===== config.mk =====
export PLATFORM = sky130hd
export DESIGN_NAME = frame_sequencer
export DESIGN_NICKNAME = d
export VERILOG_FILES = /design/src/rtl/frame_sequencer_pkg.sv /design/src/rtl/frame_sequencer_ram_port_mux.sv /design/src/rtl/frame_sequencer.sv
export SDC_FILE = /design/constraint.sdc
export NUM_CORES = 1
export LEC_CHECK = 0
export CORE_ASPECT_RATIO = 1.75
export CORE_MARGIN = 3
export CORE_UTILIZATION = 33
export DETAILED_ROUTE_END_ITERATION = 10
export GPL_TIMING_DRIVEN = 0
export PLACE_DENSITY = 0.9
export SYNTH_ARGS = -nofsm -noshare
export SYNTH_HDL_FRONTEND = slang
export SYNTH_SLANG_ARGS = --single-unit

===== constraint.sdc =====
create_clock -name iCLK -period 2.7 [get_ports iCLK]
set_input_delay 0.27 -clock iCLK [delete_from_list [all_inputs] [get_ports iCLK]]
set_output_delay 0.27 -clock iCLK [all_outputs]
set_load 0.01 [all_outputs]

===== src/rtl/frame_sequencer_pkg.sv =====
// Shared state encoding and constants for the guided-filter frame pipeline.
package frame_sequencer_pkg;

   typedef enum logic [1:0] {
      ST_IDLE   = 2'd0,
      ST_LAUNCH = 2'd1,
      ST_WAIT   = 2'd2,
      ST_FINISH = 2'd3
   } seq_state_t;

   // Frame geometry is consumed by the stages, not by the sequencer itself.
   localparam int FRAME_W      = 300;
   localparam int FRAME_H      = 210;
   localparam int FRAME_PIXELS = FRAME_W * FRAME_H;

   localparam int TIMEOUT_CYC_DEFAULT = 1048576;

endpackage


===== src/rtl/frame_sequencer_ram_port_mux.sv =====
// N-to-1 selector handing the shared frame RAM port to the active stage.
// When i_en is low the port is parked at all-zero so nothing can write.
module frame_sequencer_ram_port_mux
   import frame_sequencer_pkg::*;
#(
   parameter int N      = 4,
   parameter int ADDR_W = 16,
   parameter int DATA_W = 24,
   parameter int SEL_W  = (N > 1) ? $clog2(N) : 1
) (
   input  logic [SEL_W-1:0]    i_sel,
   input  logic                i_en,
   input  logic [N*ADDR_W-1:0] i_addr,
   input  logic [N-1:0]        i_wren,
   input  logic [N*DATA_W-1:0] i_wdata,
   output logic [ADDR_W-1:0]   o_addr,
   output logic                o_wren,
   output logic [DATA_W-1:0]   o_wdata
);

   logic [ADDR_W-1:0] w_addr  [N];
   logic [DATA_W-1:0] w_wdata [N];

   genvar gi;
   generate
      for (gi = 0; gi < N; gi++) begin : g_unpack
         assign w_addr[gi]  = i_addr[gi*ADDR_W +: ADDR_W];
         assign w_wdata[gi] = i_wdata[gi*DATA_W +: DATA_W];
      end
   endgenerate

   assign o_addr  = i_en ? w_addr[i_sel]  : '0;
   assign o_wren  = i_en & i_wren[i_sel];
   assign o_wdata = i_en ? w_wdata[i_sel] : '0;

endmodule


===== src/rtl/frame_sequencer.sv =====
// Frame scheduler: launches pipeline stages in order via ena/done pulses,
// routes the shared RAM port to the running stage and watches for hangs.
module frame_sequencer
   import frame_sequencer_pkg::*;
#(
   parameter int NUM_STAGES  = 4,
   parameter int ADDR_W      = 16,
   parameter int DATA_W      = 24,
   parameter int TIMEOUT_CYC = TIMEOUT_CYC_DEFAULT
) (
   input  logic                         iCLK,
   input  logic                         iRST,
   input  logic                         iSTART,
   output logic                         oBUSY,
   output logic                         oFRAME_DONE,
   output logic                         oERR,
   output logic [$clog2(NUM_STAGES)-1:0] oERR_STAGE,
   output logic [NUM_STAGES-1:0]        oSTAGE_ENA,
   input  logic [NUM_STAGES-1:0]        iSTAGE_DONE,
   input  logic [NUM_STAGES*ADDR_W-1:0] iSTAGE_ADDR,
   input  logic [NUM_STAGES-1:0]        iSTAGE_WREN,
   input  logic [NUM_STAGES*DATA_W-1:0] iSTAGE_WDATA,
   output logic [ADDR_W-1:0]            oRAM_ADDR,
   output logic                         oRAM_WREN,
   output logic [DATA_W-1:0]            oRAM_WDATA,
   input  logic [DATA_W-1:0]            iRAM_RDATA,
   output logic [DATA_W-1:0]            oSTAGE_RDATA
);

   localparam int IDX_W = $clog2(NUM_STAGES);
   localparam int WD_W  = $clog2(TIMEOUT_CYC) + 1;

   localparam logic [IDX_W-1:0]      LAST_IDX = IDX_W'(NUM_STAGES - 1);
   localparam logic [WD_W-1:0]       WD_LAST  = WD_W'(TIMEOUT_CYC - 2);
   localparam logic [WD_W-1:0]       WD_SAT   = '1;
   localparam logic [NUM_STAGES-1:0] ENA_ONE  = NUM_STAGES'(1);

   seq_state_t            r_state;
   logic [IDX_W-1:0]      r_idx;
   logic [WD_W-1:0]       r_wd;
   logic                  r_busy;
   logic                  r_frame_done;
   logic                  r_err;
   logic [IDX_W-1:0]      r_err_stage;
   logic [NUM_STAGES-1:0] r_stage_ena;
   logic                  w_active;

   // The watchdog is zero after the launch cycle and counts one per WAIT
   // cycle, so the edge that makes it reach TIMEOUT_CYC-1 is the timeout edge.
   always_ff @(posedge iCLK) begin
      if (iRST) begin
         r_state      <= ST_IDLE;
         r_idx        <= '0;
         r_wd         <= '0;
         r_busy       <= 1'b0;
         r_frame_done <= 1'b0;
         r_err        <= 1'b0;
         r_err_stage  <= '0;
         r_stage_ena  <= '0;
      end else begin
         r_stage_ena  <= '0;
         r_frame_done <= 1'b0;
         case (r_state)
            ST_IDLE: begin
               if (iSTART) begin
                  r_state     <= ST_LAUNCH;
                  r_idx       <= '0;
                  r_err       <= 1'b0;
                  r_err_stage <= '0;
                  r_busy      <= 1'b1;
                  r_stage_ena <= ENA_ONE;
               end
            end
            ST_LAUNCH: begin
               r_wd    <= '0;
               r_state <= ST_WAIT;
            end
            ST_WAIT: begin
               if (r_wd != WD_SAT) r_wd <= r_wd + 1'b1;
               if (iSTAGE_DONE[r_idx]) begin
                  if (r_idx == LAST_IDX) begin
                     r_state      <= ST_FINISH;
                     r_frame_done <= 1'b1;
                     r_busy       <= 1'b0;
                  end else begin
                     r_idx       <= r_idx + 1'b1;
                     r_state     <= ST_LAUNCH;
                     r_stage_ena <= ENA_ONE << (r_idx + 1'b1);
                  end
               end else if (r_wd >= WD_LAST) begin
                  r_state     <= ST_IDLE;
                  r_err       <= 1'b1;
                  r_err_stage <= r_idx;
                  r_busy      <= 1'b0;
               end
            end
            ST_FINISH: r_state <= ST_IDLE;
            default:   r_state <= ST_IDLE;
         endcase
      end
   end

   assign w_active = (r_state != ST_IDLE);

   frame_sequencer_ram_port_mux #(
      .N      (NUM_STAGES),
      .ADDR_W (ADDR_W),
      .DATA_W (DATA_W),
      .SEL_W  (IDX_W)
   ) u_ram_mux (
      .i_sel   (r_idx),
      .i_en    (w_active),
      .i_addr  (iSTAGE_ADDR),
      .i_wren  (iSTAGE_WREN),
      .i_wdata (iSTAGE_WDATA),
      .o_addr  (oRAM_ADDR),
      .o_wren  (oRAM_WREN),
      .o_wdata (oRAM_WDATA)
   );

   assign oBUSY        = r_busy;
   assign oFRAME_DONE  = r_frame_done;
   assign oERR         = r_err;
   assign oERR_STAGE   = r_err_stage;
   assign oSTAGE_ENA   = r_stage_ena;
   assign oSTAGE_RDATA = iRAM_RDATA;

endmodule

# [After elaboration in Yosys (flattened, before gate mapping)]
# Index checks and enable logic that the tools add are counted.
[word_totals] ff_bits=34 input_bits=195 out_inout_bits=74 elab_cells=81
[op_classes] reduce_logical=10 bitwise_logic=4 magnitude_cmp=3 n_mux=40 eq_ne=13 addsub=2 shift=1
[op_table] op="2-to-1 mux 24 bit" count=3
[op_table] op="binary-select mux 24 bit (select 2 bit)" count=1
[op_table] op="2-to-1 mux 16 bit" count=3
[op_table] op="case mux 21 bit (2 select lines)" count=1
[op_table] op="binary-select mux 16 bit (select 2 bit)" count=1
[op_table] op="adder 21 x 1 -> 21 bit (second input constant)" count=1
[op_table] op="greater-or-equal comparator 21 x 20 -> 1 bit (second input constant)" count=1
[op_table] op="2-to-1 mux 21 bit" count=1
[op_table] op="inequality test 21 bit (second input constant)" count=1
[op_table] op="2-to-1 mux 2 bit" count=9
[op_table] op="inequality test 2 bit (second input constant)" count=6
[op_table] op="AND reduction 4 bit" count=3
[op_table] op="2-to-1 mux 1 bit" count=11
[op_table] op="2-to-1 mux 4 bit" count=2
[op_table] op="case mux 2 bit (2 select lines)" count=2
[op_table] op="case mux 2 bit (4 select lines)" count=1
[op_table] op="case mux 4 bit (2 select lines)" count=1
[op_table] op="== test 2 bit (second input constant)" count=3
[op_table] op="inequality test 3 bit (second input constant)" count=2
[op_table] op="nonzero test 2 bit" count=3
[op_table] op="binary-select mux 1 bit (select 2 bit)" count=2
[op_table] op="case mux 1 bit (2 select lines)" count=2
[op_table] op="AND reduction 2 bit" count=2
[op_table] op="left shift 1 x 2 -> 4 bit (first input constant)" count=1
[op_table] op="other kinds (9)" count=10

# [Logic depth before layout (Yosys ltp)]
# Gate-level depths: netlist of the first run.
[logic_depth] ltp_word=5 depth_mapped=8 mapped_depth_nobuf=6

# [By module]
# Synthesis of the first run repeated with hierarchy kept, for this count alone.
[hier_totals] hier_cells=364 area_unflattened_um2=3268.1
[by_module_without_submodules] module="frame_sequencer" instances=1 cells_per_inst=221 area_per_inst_um2=1963.1
[by_module_without_submodules] module="frame_sequencer_ram_port_mux" instances=1 cells_per_inst=143 area_per_inst_um2=1305.0

# [Worst setup path before layout of the first run]
# No wires, ideal clock.
[synth_timing] path_kind="reg-to-reg" from="register r_wd[0]" to="register r_wd[17]" setup_slack_ns=0.739 n_path_buf=1 stages_incl_launch_ff=8 t_arrival_ns=1.896 path_cell_list="dfxtp_1 ha_1 and4_1 and4_1 buf_6 a2111oi_1 mux2_1 nor2_1"
[synth_between] elab_chain_len=3 elab_cells_between_ends=6 cone_classes="1 x add/sub; 2 x eq/ne; 2 x mux; 1 x reduce/logical"
[synth_lines] element="start, declared" line="frame_sequencer.sv:40" source="logic [WD_W-1:0] r_wd;"
[synth_lines] element="start signal, assigned" line="frame_sequencer.sv:79" source="if (r_wd != WD_SAT) r_wd <= r_wd + 1'b1;"
[synth_lines] element="adder 21 x 1 -> 21 bit / inequality test 21 bit (equally long branches)" line="frame_sequencer.sv:79"
[synth_lines] element="2-to-1 mux 21 bit / inequality test 2 bit (equally long branches)"
[synth_lines] element="case mux 21 bit (2 select lines) / AND reduction 2 bit (equally long branches)"
# Parallel ways exist; a longest one is shown, timed or not. The select of a mux whose other input is x is not followed.
# A chain may end at the register's enable or synchronous reset.

# [Worst setup path after layout of the first run]
[layout_timing] from="register r_idx[1]" to="output oRAM_WDATA[12]"
[layout_between] elab_chain_len=5
[layout_lines] element="start, declared" line="frame_sequencer.sv:39" source="logic [IDX_W-1:0] r_idx;"
[layout_lines] element="start signal, assigned" line="frame_sequencer.sv:86" source="r_idx <= r_idx + 1'b1;"
[layout_lines] element="inverter 2 -> 3 bit (implied by the code)" line="frame_sequencer_ram_port_mux.sv:34" source="assign o_wdata = i_en ? w_wdata[i_sel] : '0;"
[layout_lines] element="binary-select mux 24 bit (select 2 bit)" line="frame_sequencer_ram_port_mux.sv:34"
[layout_lines] element="2-to-1 mux 24 bit (implied by the code) (2 in a row)" line="frame_sequencer_ram_port_mux.sv:34"
[layout_lines] element="2-to-1 mux 24 bit" line="frame_sequencer_ram_port_mux.sv:34"
[layout_lines] element="end, declared" line="frame_sequencer.sv:25" source="output logic [DATA_W-1:0] oRAM_WDATA,"
# Every way passes these cells. The select of a mux whose other input is x is not followed.

==> results of run 1 <==
critical path, stage by stage (launching register included):
cell	delay (ns)
sky130_fd_sc_hd__dfxtp_1	0.36
sky130_fd_sc_hd__clkbuf_2	0.30
sky130_fd_sc_hd__clkbuf_2	0.32
sky130_fd_sc_hd__mux4_2	0.25
sky130_fd_sc_hd__nor2b_1	0.26
sky130_fd_sc_hd__clkdlybuf4s50_1	0.61
stage by stage:
| step | area (µm²) | hold WS [ns] | utilization |
|---|---|---|---|
| 2_1_floorplan | 3250 | 0.416 | - |
| 3_3_place_gp | 5850 | 0.481 | 0.614 |
| 3_5_place_dp | 5850 | 0.496 | 0.614 |
| 4_1_cts | 6060 | 0.501 | 0.636 |
| 5_1_grt | 6090 | 0.526 | 0.639 |
| 6_report | 6090 | 0.502 | 0.639 |
metal layers:
layer | GRT usage | vias to the layer above
met5 | 0 | -
li1 | - | 1703
met2 | 0.458 | 263
met1 | 0.278 | 1800
met4 | 0.0959 | 8
met3 | 0.145 | 38
power by group through the flow:
stage | clock [mW] | sequential [mW] | combinational [mW]
after floorplan | 0 | 0.522 | 0.210
after detailed placement | 0 | 0.522 | 0.638
after global routing | 0.787 | 0.515 | 0.675
final | 0.756 | 0.514 | 0.642
after global placement | 0 | 0.522 | 0.626
after CTS | 0.754 | 0.511 | 0.645
state kept, by name, indices dropped and copies added (netlist names):
register	cells
r_idx	2
oFRAME_DONE	1
oSTAGE_ENA	4
oERR	1
oBUSY	1
oERR_STAGE	2
r_wd	21
r_state	2
layout make-up:
type | instances | area share
inverter | 9 | 0.00555
sequential | 34 | 0.112
timing repair buffer | 244 | 0.402
multi-input combinational | 233 | 0.367
antenna | 4 | 0.00164
buffer | 48 | 0.0559
clock buffer | 5 | 0.0206
clock inverter | 3 | 0.0113
tap | 122 | 0.0251
cells in the final DEF (no fill, tap or decap), types with 3 or more instances in the layout:
cell type,n
sky130_fd_sc_hd__a211oi_1,9
sky130_fd_sc_hd__nor2b_1,41
sky130_fd_sc_hd__buf_6,6
sky130_fd_sc_hd__nand2b_1,6
sky130_fd_sc_hd__diode_2,4
sky130_fd_sc_hd__ha_1,6
sky130_fd_sc_hd__inv_1,9
sky130_fd_sc_hd__dfxtp_1,34
sky130_fd_sc_hd__mux4_2,42
sky130_fd_sc_hd__mux2_2,7
sky130_fd_sc_hd__nand3_1,10
sky130_fd_sc_hd__xnor2_1,5
sky130_fd_sc_hd__nand4_1,4
sky130_fd_sc_hd__clkdlybuf4s50_1,243
sky130_fd_sc_hd__clkbuf_1,8
sky130_fd_sc_hd__clkbuf_16,5
sky130_fd_sc_hd__and3_1,4
sky130_fd_sc_hd__a21oi_1,14
sky130_fd_sc_hd__buf_4,28
sky130_fd_sc_hd__and4_1,6
sky130_fd_sc_hd__nand2_1,16
sky130_fd_sc_hd__nor2_1,25
sky130_fd_sc_hd__o21ai_0,3
sky130_fd_sc_hd__clkbuf_2,4
sky130_fd_sc_hd__and2_1,5
final timing paths:
| path | startpoint | endpoint | depth (start not counted) |
|---|---|---|---|
| hold reg to reg | oERR$_SDFFE_PP0P_ | oERR$_SDFFE_PP0P_ | 2 |
| setup reg to reg | r_wd[1]$_SDFFE_PP0P_ | r_wd[14]$_SDFFE_PP0P_ | 8 |
| hold / removal | oERR$_SDFFE_PP0P_ | oERR$_SDFFE_PP0P_ | 2 |
| setup / recovery | r_idx[1]$_SDFFE_PP0P_ | oRAM_WDATA[12] | 5 |
kinds of logic after synthesis:
group	synth area share
and+or+nand+nor	0.216
buffers and inverters	0.105
muxes	0.325
AOI/OAI and AO/OA	0.108
DFF	0.209
adders and majority gates	0.0231
xor gates and xnor gates	0.0135
==> results.md, run 1 <==
- Register-to-register setup slack: around 0.29 ns
- Number of synthesized flops with an enable pin: 0
- Status: completed
- Clock transition at the registers of the reported paths: about 0.050 ns
- Synth Flop Type: sky130_fd_sc_hd__dfxtp_1
- Area of the mapped netlist: roughly 0.0033 mm²
- Detailed-route wire length: ~16000 µm
- Ratio of cells with drive above 1 in the final layout: 0.182
- Clock tree root buffer cell: sky130_fd_sc_hd__clkbuf_16
- Largest net degree at the start of global routing: 13
- Type of origin of the critical path: flip-flop
- Total routed wire length on the met1 layer: between 5000 and 6000 µm
- Nets: 776
- Register cell area after layout: between 600 and 700 µm²
- Dpl hpwl: 13400 µm
- Final-report max-slew violation count: 0
- Switching fraction of total power: 0.232
- Total setup buffers inserted after CTS: 0
- Worst EP arrival: approximately 2.4 ns
- DRC marker count from the first detailed-route iteration: about 210
- Overall overflow remaining after global route: 0
- Power per unit of standard cell area: roughly 310 mW/mm²
- Amount of wire on met2 after detailed routing: around 7700 µm
- I/O pins: ~270
- Syn nets: roughly 530
- Clock tree from TritonCTS: built
- Sequential cell area fraction in the yosys report: 0.209
- Worst setup EP type: primary output
- Total via count in the routed design: approximately 3800
- Max-cap viol count: 0
- CTS Hold Bufs: 0
- First drt pass iteration count: 4
- Filler cell count: between 700 and 800
- Library cell occupying the most area in the post-synthesis netlist: sky130_fd_sc_hd__mux4_2
- Psw: approximately 0.44 mW
- Setup TNS: 0 ns
- DIE HEIGHT: 137 µm
- Clock latency at the later pin of the worst-skew pair: 0.28 ns
- Comb pwr share: 0.336
- Ratio of final minimum period to clock period: 0.980
- Total met3 wirelength after detailed routing: 2490 µm
- Max FO, Critical Path: 10
- Row count: 47
- Post-synth top cells: 42 x sky130_fd_sc_hd__mux4_2, 41 x sky130_fd_sc_hd__nor2b_1, 34 x sky130_fd_sc_hd__dfxtp_1
- Most numerous cell in the Yosys netlist: sky130_fd_sc_hd__mux4_2
- Total power: about 1.9 mW
- First-pass GRT wire length: between 20000 and 25000 µm
- Cell count after synthesis: between 300 and 400
- Top layer in use: met5
- Type of the tightest min-delay check: flip-flop to flip-flop
- Drt via density: around 5.4
- Post-synthesis average cell area: 10.0 µm²
- H-Tree Level Count: 2
- Number of clock sinks seen by CTS: 34
- Routed Antenna Nets: 0
- Final hold violation count: 0
- Max Clock Skew: between 0.006 and 0.007 ns
- Final Wtd Congestion: 0.941
- Maximum resistive drop on vdd: between 0.0004 and 0.0005 V
- #FFs+latches synth: 34
- Pre-CTS setup slack: -0.0250 ns
- Post-synthesis to final-layout area growth: 87.3%
- Multi-input gate area in the final layout: 0.00223 mm²
- Post-cts resize count: 10
- Number of distinct standard cells referenced by the synthesized netlist: 48
- Share of power burned in registers: 0.269
- Share of total power in the clock network: 0.396
- Required time of the worst setup path: roughly 2.4 ns
- Area fraction of the dominant cell type after synthesis: 0.291
- Number of I/O port buffers: 244
- Slew at the pin closest to its max-slew limit: just under 0.6 ns
- Fraction of synthesis flops using an asynchronous set or reset pin: 0
- Core Footprint: about 0.0095 mm²
- Shortest clock period the worst path allows after layout: between 2 and 3 ns
- Static leakage: around 2.1 nW
- Final cell count without fillers: 702
- Total die area: around 0.011 mm²
- Type of the worst setup path: flip-flop to primary output
- X dimension of the die: a little over 80 µm
- Ys Warns: 0
- Via count of the first global-routing pass: a little under 4000
- Count of unresolved DRC violations after routing: 0
- RSZ-0062 raised after global routing: false
- Detailed-route wire length per cell: between 20 and 25 µm
- Top area cells in the synthesized netlist: sky130_fd_sc_hd__mux4_2 29%, sky130_fd_sc_hd__dfxtp_1 21%, sky130_fd_sc_hd__nor2b_1 7.9%
- Count of final setup violators: 0
- Maximum count of clock buffers along a single path: 2
- Effective utilization at floorplan: 0.341
- Slew Limit Headroom: 0.610
- Number of antenna violations at the first check in global routing: 7
- Placed cell count: roughly 690
- Minimum setup slack in the final design: between 0.05 and 0.06 ns
- Clock buffers created by TritonCTS: 5
- Total global-route track usage: 0.270
- Cell internal pwr: roughly 1.5 mW
- Maximum operating frequency: 378 MHz
Power figures use the tool's default switching activity.
==> run 2: changes to the inputs <==
Settings changed: ABC_AREA set to 1, CORE_UTILIZATION 33 to 35, PLACE_DENSITY 0.9 to 0.91, RECOVER_POWER set to 100.
==> run 2 against run 1 <==
  * Utilization decreased by 0.98 points
  * Cell count increased by 44%
  * Routed wire length increased by 7.7%
  * Sequential share of layout area decreased by 0.18 points
  * Fmax increased by 3.1%
  * Register-to-register slack improved by 0.03 ns
  * Clock power decreased by 24%
  * Synthesized cell count increased by 95%
  * Total power increased by 17%
  * Critical path type unchanged
  * Largest power group is now combinational cells
==> results.md, run 2 <==
- CTS Hold Bufs: 0
- Largest Register: r_wd
- Effective utilization at floorplan: 0.360
- Commonest non-fill, non-tap cells in the layout: 210 x sky130_fd_sc_hd__nor2_1, 190 x sky130_fd_sc_hd__clkdlybuf4s50_1, 92 x sky130_fd_sc_hd__o21ai_0
- Nets: 1086
- Clock tree from TritonCTS: built
- Power per unit of standard cell area: 361 mW/mm²
- Type of origin of the critical path: flip-flop
- Library cell occupying the most area in the post-synthesis netlist: sky130_fd_sc_hd__nor2_1
- Post-synthesis to final-layout area growth: 74.9%
- Maximum count of clock buffers along a single path: 2
- First-pass GRT wire length: 25300 µm
- Detailed-route wire length per cell: ~17 µm
- Required time of the worst setup path: 2.43 ns
- Area fraction of the dominant cell type after synthesis: 0.221
- Number of clock sinks seen by CTS: 34
- Setup TNS: 0 ns
- Slew at the pin closest to its max-slew limit: approximately 0.69 ns
- Max FO, Critical Path: 11
- Type of the tightest min-delay check: flip-flop to flip-flop
- Final core utilization: 0.629
- Status: completed
- Clock tree root buffer cell: sky130_fd_sc_hd__clkbuf_16
- Core Footprint: around 0.0098 mm²
- I/O pins: 269
- Number of I/O port buffers: 244
- Largest net degree at the start of global routing: 12
- Detailed-route wire length: 17100 µm
- Final hold violation count: 0
- Static leakage: 2.56 nW
- X dimension of the die: around 80 µm
- H-Tree Level Count: 2
- Drt via density: between 4 and 5
- Cell count after synthesis: approximately 630
- Number of synthesized flops with an enable pin: 0
- Sequential cell area fraction in the yosys report: 0.192
- Maximum resistive drop on vdd: about 0.00049 V
- Top area cells in the synthesized netlist: sky130_fd_sc_hd__nor2_1 22%, sky130_fd_sc_hd__dfxtp_1 19%, sky130_fd_sc_hd__o21ai_0 13%
- Slew Limit Headroom: 0.540
- Ratio of final minimum period to clock period: 0.951
- Syn nets: between 800 and 900
- Routed Antenna Nets: 0
- Overall overflow remaining after global route: 0
- Total global-route track usage: 0.290
- Clock transition at the registers of the reported paths: 0.05 ns
- Clock buffers created by TritonCTS: 5
- Shortest clock period the worst path allows after layout: between 2 and 3 ns
- Top layer in use: met4
- Final-report max-slew violation count: 0
- Max Clock Skew: ~0.0048 ns
- Amount of wire on met2 after detailed routing: 8040 µm
- Total via count in the routed design: 5054
- Ratio of cells with drive above 1 in the final layout: 0.0813
- Number of antenna violations at the first check in global routing: 0
- Maximum operating frequency: roughly 390 MHz
- Total routed wire length on the met1 layer: approximately 5600 µm
- Via count of the first global-routing pass: 4878
- Number of flip-flops in the largest register: 21
- DIE HEIGHT: ~140 µm
- Post-synth top cells: 209 x sky130_fd_sc_hd__nor2_1, 92 x sky130_fd_sc_hd__o21ai_0, 65 x sky130_fd_sc_hd__nand2_1
- Placed cell area: 0.00614 mm²
- Synth Flop Type: sky130_fd_sc_hd__dfxtp_1
- Count of unresolved DRC violations after routing: 0
- Dpl hpwl: ~14000 µm
- Row count: between 40 and 50
- Number of distinct standard cells referenced by the synthesized netlist: 34
- Worst EP arrival: around 2.3 ns
- Cell area after layout: slightly above 0.006 mm²
- Type of the worst setup path: flip-flop to primary output
- Final Wtd Congestion: between 0.9 and 1
- First drt pass iteration count: 5
- DRC marker count from the first detailed-route iteration: between 200 and 250
- Post-synthesis average cell area: roughly 5.6 µm²
- Worst setup EP type: primary output
- #FFs+latches synth: 34
- Leading cell type in the layout, fill and taps excluded: sky130_fd_sc_hd__nor2_1
- Area of the mapped netlist: ~0.0035 mm²
- Ys Warns: 0
- Total met3 wirelength after detailed routing: 2520 µm
- Most numerous cell in the Yosys netlist: sky130_fd_sc_hd__nor2_1
- Fraction of synthesis flops using an asynchronous set or reset pin: 0
- Ant. Diodes: 0
- Total die area: ~0.011 mm²
- Max-cap viol count: 0
- RSZ-0062 raised after global routing: false
- Count of final setup violators: 0
- Clock latency at the later pin of the worst-skew pair: between 0.2 and 0.3 ns
-- run 2: cells by family (layout without fill, tap and decap cells) --
logic type               after synthesis  in the layout  synth area share
AND/OR/NAND/NOR                      330            330             0.403
flip-flops                            34             34             0.192
XOR/XNOR                               4              4           0.00988
AO/OA/AOI/OAI                        158            158             0.232
adder cells (fa/ha/maj)                6              6            0.0212
buffers and inverters                102            354             0.142
-- run 2: final timing paths --
path | from | end | slack, ns | cells past startpoint
setup / recovery | r_idx[0]$_SDFFE_PP0P_ | oRAM_ADDR[12] | 0.13 | 6
hold / removal | oERR_STAGE[1]$_SDFFE_PP0P_ | oERR_STAGE[1]$_SDFFE_PP0P_ | 0.46 | 2
setup reg to reg | r_wd[1]$_SDFFE_PP0P_ | r_wd[15]$_SDFFE_PP0P_ | 0.32 | 8
hold reg to reg | oERR_STAGE[1]$_SDFFE_PP0P_ | oERR_STAGE[1]$_SDFFE_PP0P_ | 0.46 | 2
-- run 2: per-layer routing --
layer	global-route usage	up-vias
met5	0	-
met4	0.155	0
met3	0.154	60
met2	0.481	267
met1	0.280	2191
li1	-	2536
-- run 2: timing repair --
item / in CTS / in global routing
setup buffers: 0 / 0
setup endpoints to repair: 41 / 20
gates resized for setup: 6 / 13
hold endpoints to repair: 0 / 0
-- run 2: worst max-delay path, cell delays in order (launching register included) --
cell,delay [ns]
sky130_fd_sc_hd__dfxtp_2,0.36
sky130_fd_sc_hd__inv_2,0.14
sky130_fd_sc_hd__buf_2,0.28
sky130_fd_sc_hd__clkbuf_2,0.30
sky130_fd_sc_hd__o21ai_0,0.13
sky130_fd_sc_hd__a21oi_1,0.13
sky130_fd_sc_hd__dlygate4sd3_1,0.66
-- run 2: power by group --
part	leakage, nW	total [mW]	internal (mW)	switching, mW
Combinational	2.21	1.13	0.557	0.577
Sequential	0.276	0.527	0.515	0.0124
Clock	0.0739	0.577	0.365	0.212
Total	2.56	2.24	1.44	0.801
-- run 2: area by class of cell --
type                    count  area (µm²)
clock inverters             1        5.00
multi-input cells         498        2280
well taps                 125         156
plain buffers              60         342
flip-flops and latches     34         682
inverters                  42         158
fillers                   933        3650
repair buffers            244        2430
clock buffers               7         143
-- run 2: stage by stage --
step | hold slack (ns) | setup slack (ns) | std cells | total power [mW]
after floorplan | 0.442 | 1.14 | 634 | 1.07
after global placement | 0.455 | 0.110 | 1003 | 1.69
after detailed placement | 0.459 | 0.104 | 1003 | 1.69
after CTS | 0.472 | 0.0688 | 1011 | 2.28
after global routing | 0.500 | 0.00422 | 1011 | 2.37
final | 0.463 | 0.132 | 1011 | 2.24
==> run 3: changes to the inputs <==
Settings changed: HOLD_SLACK_MARGIN set to 0.05.
==> results of run 3 <==
Final layout, timing and power as in run 2 (identical DEF).
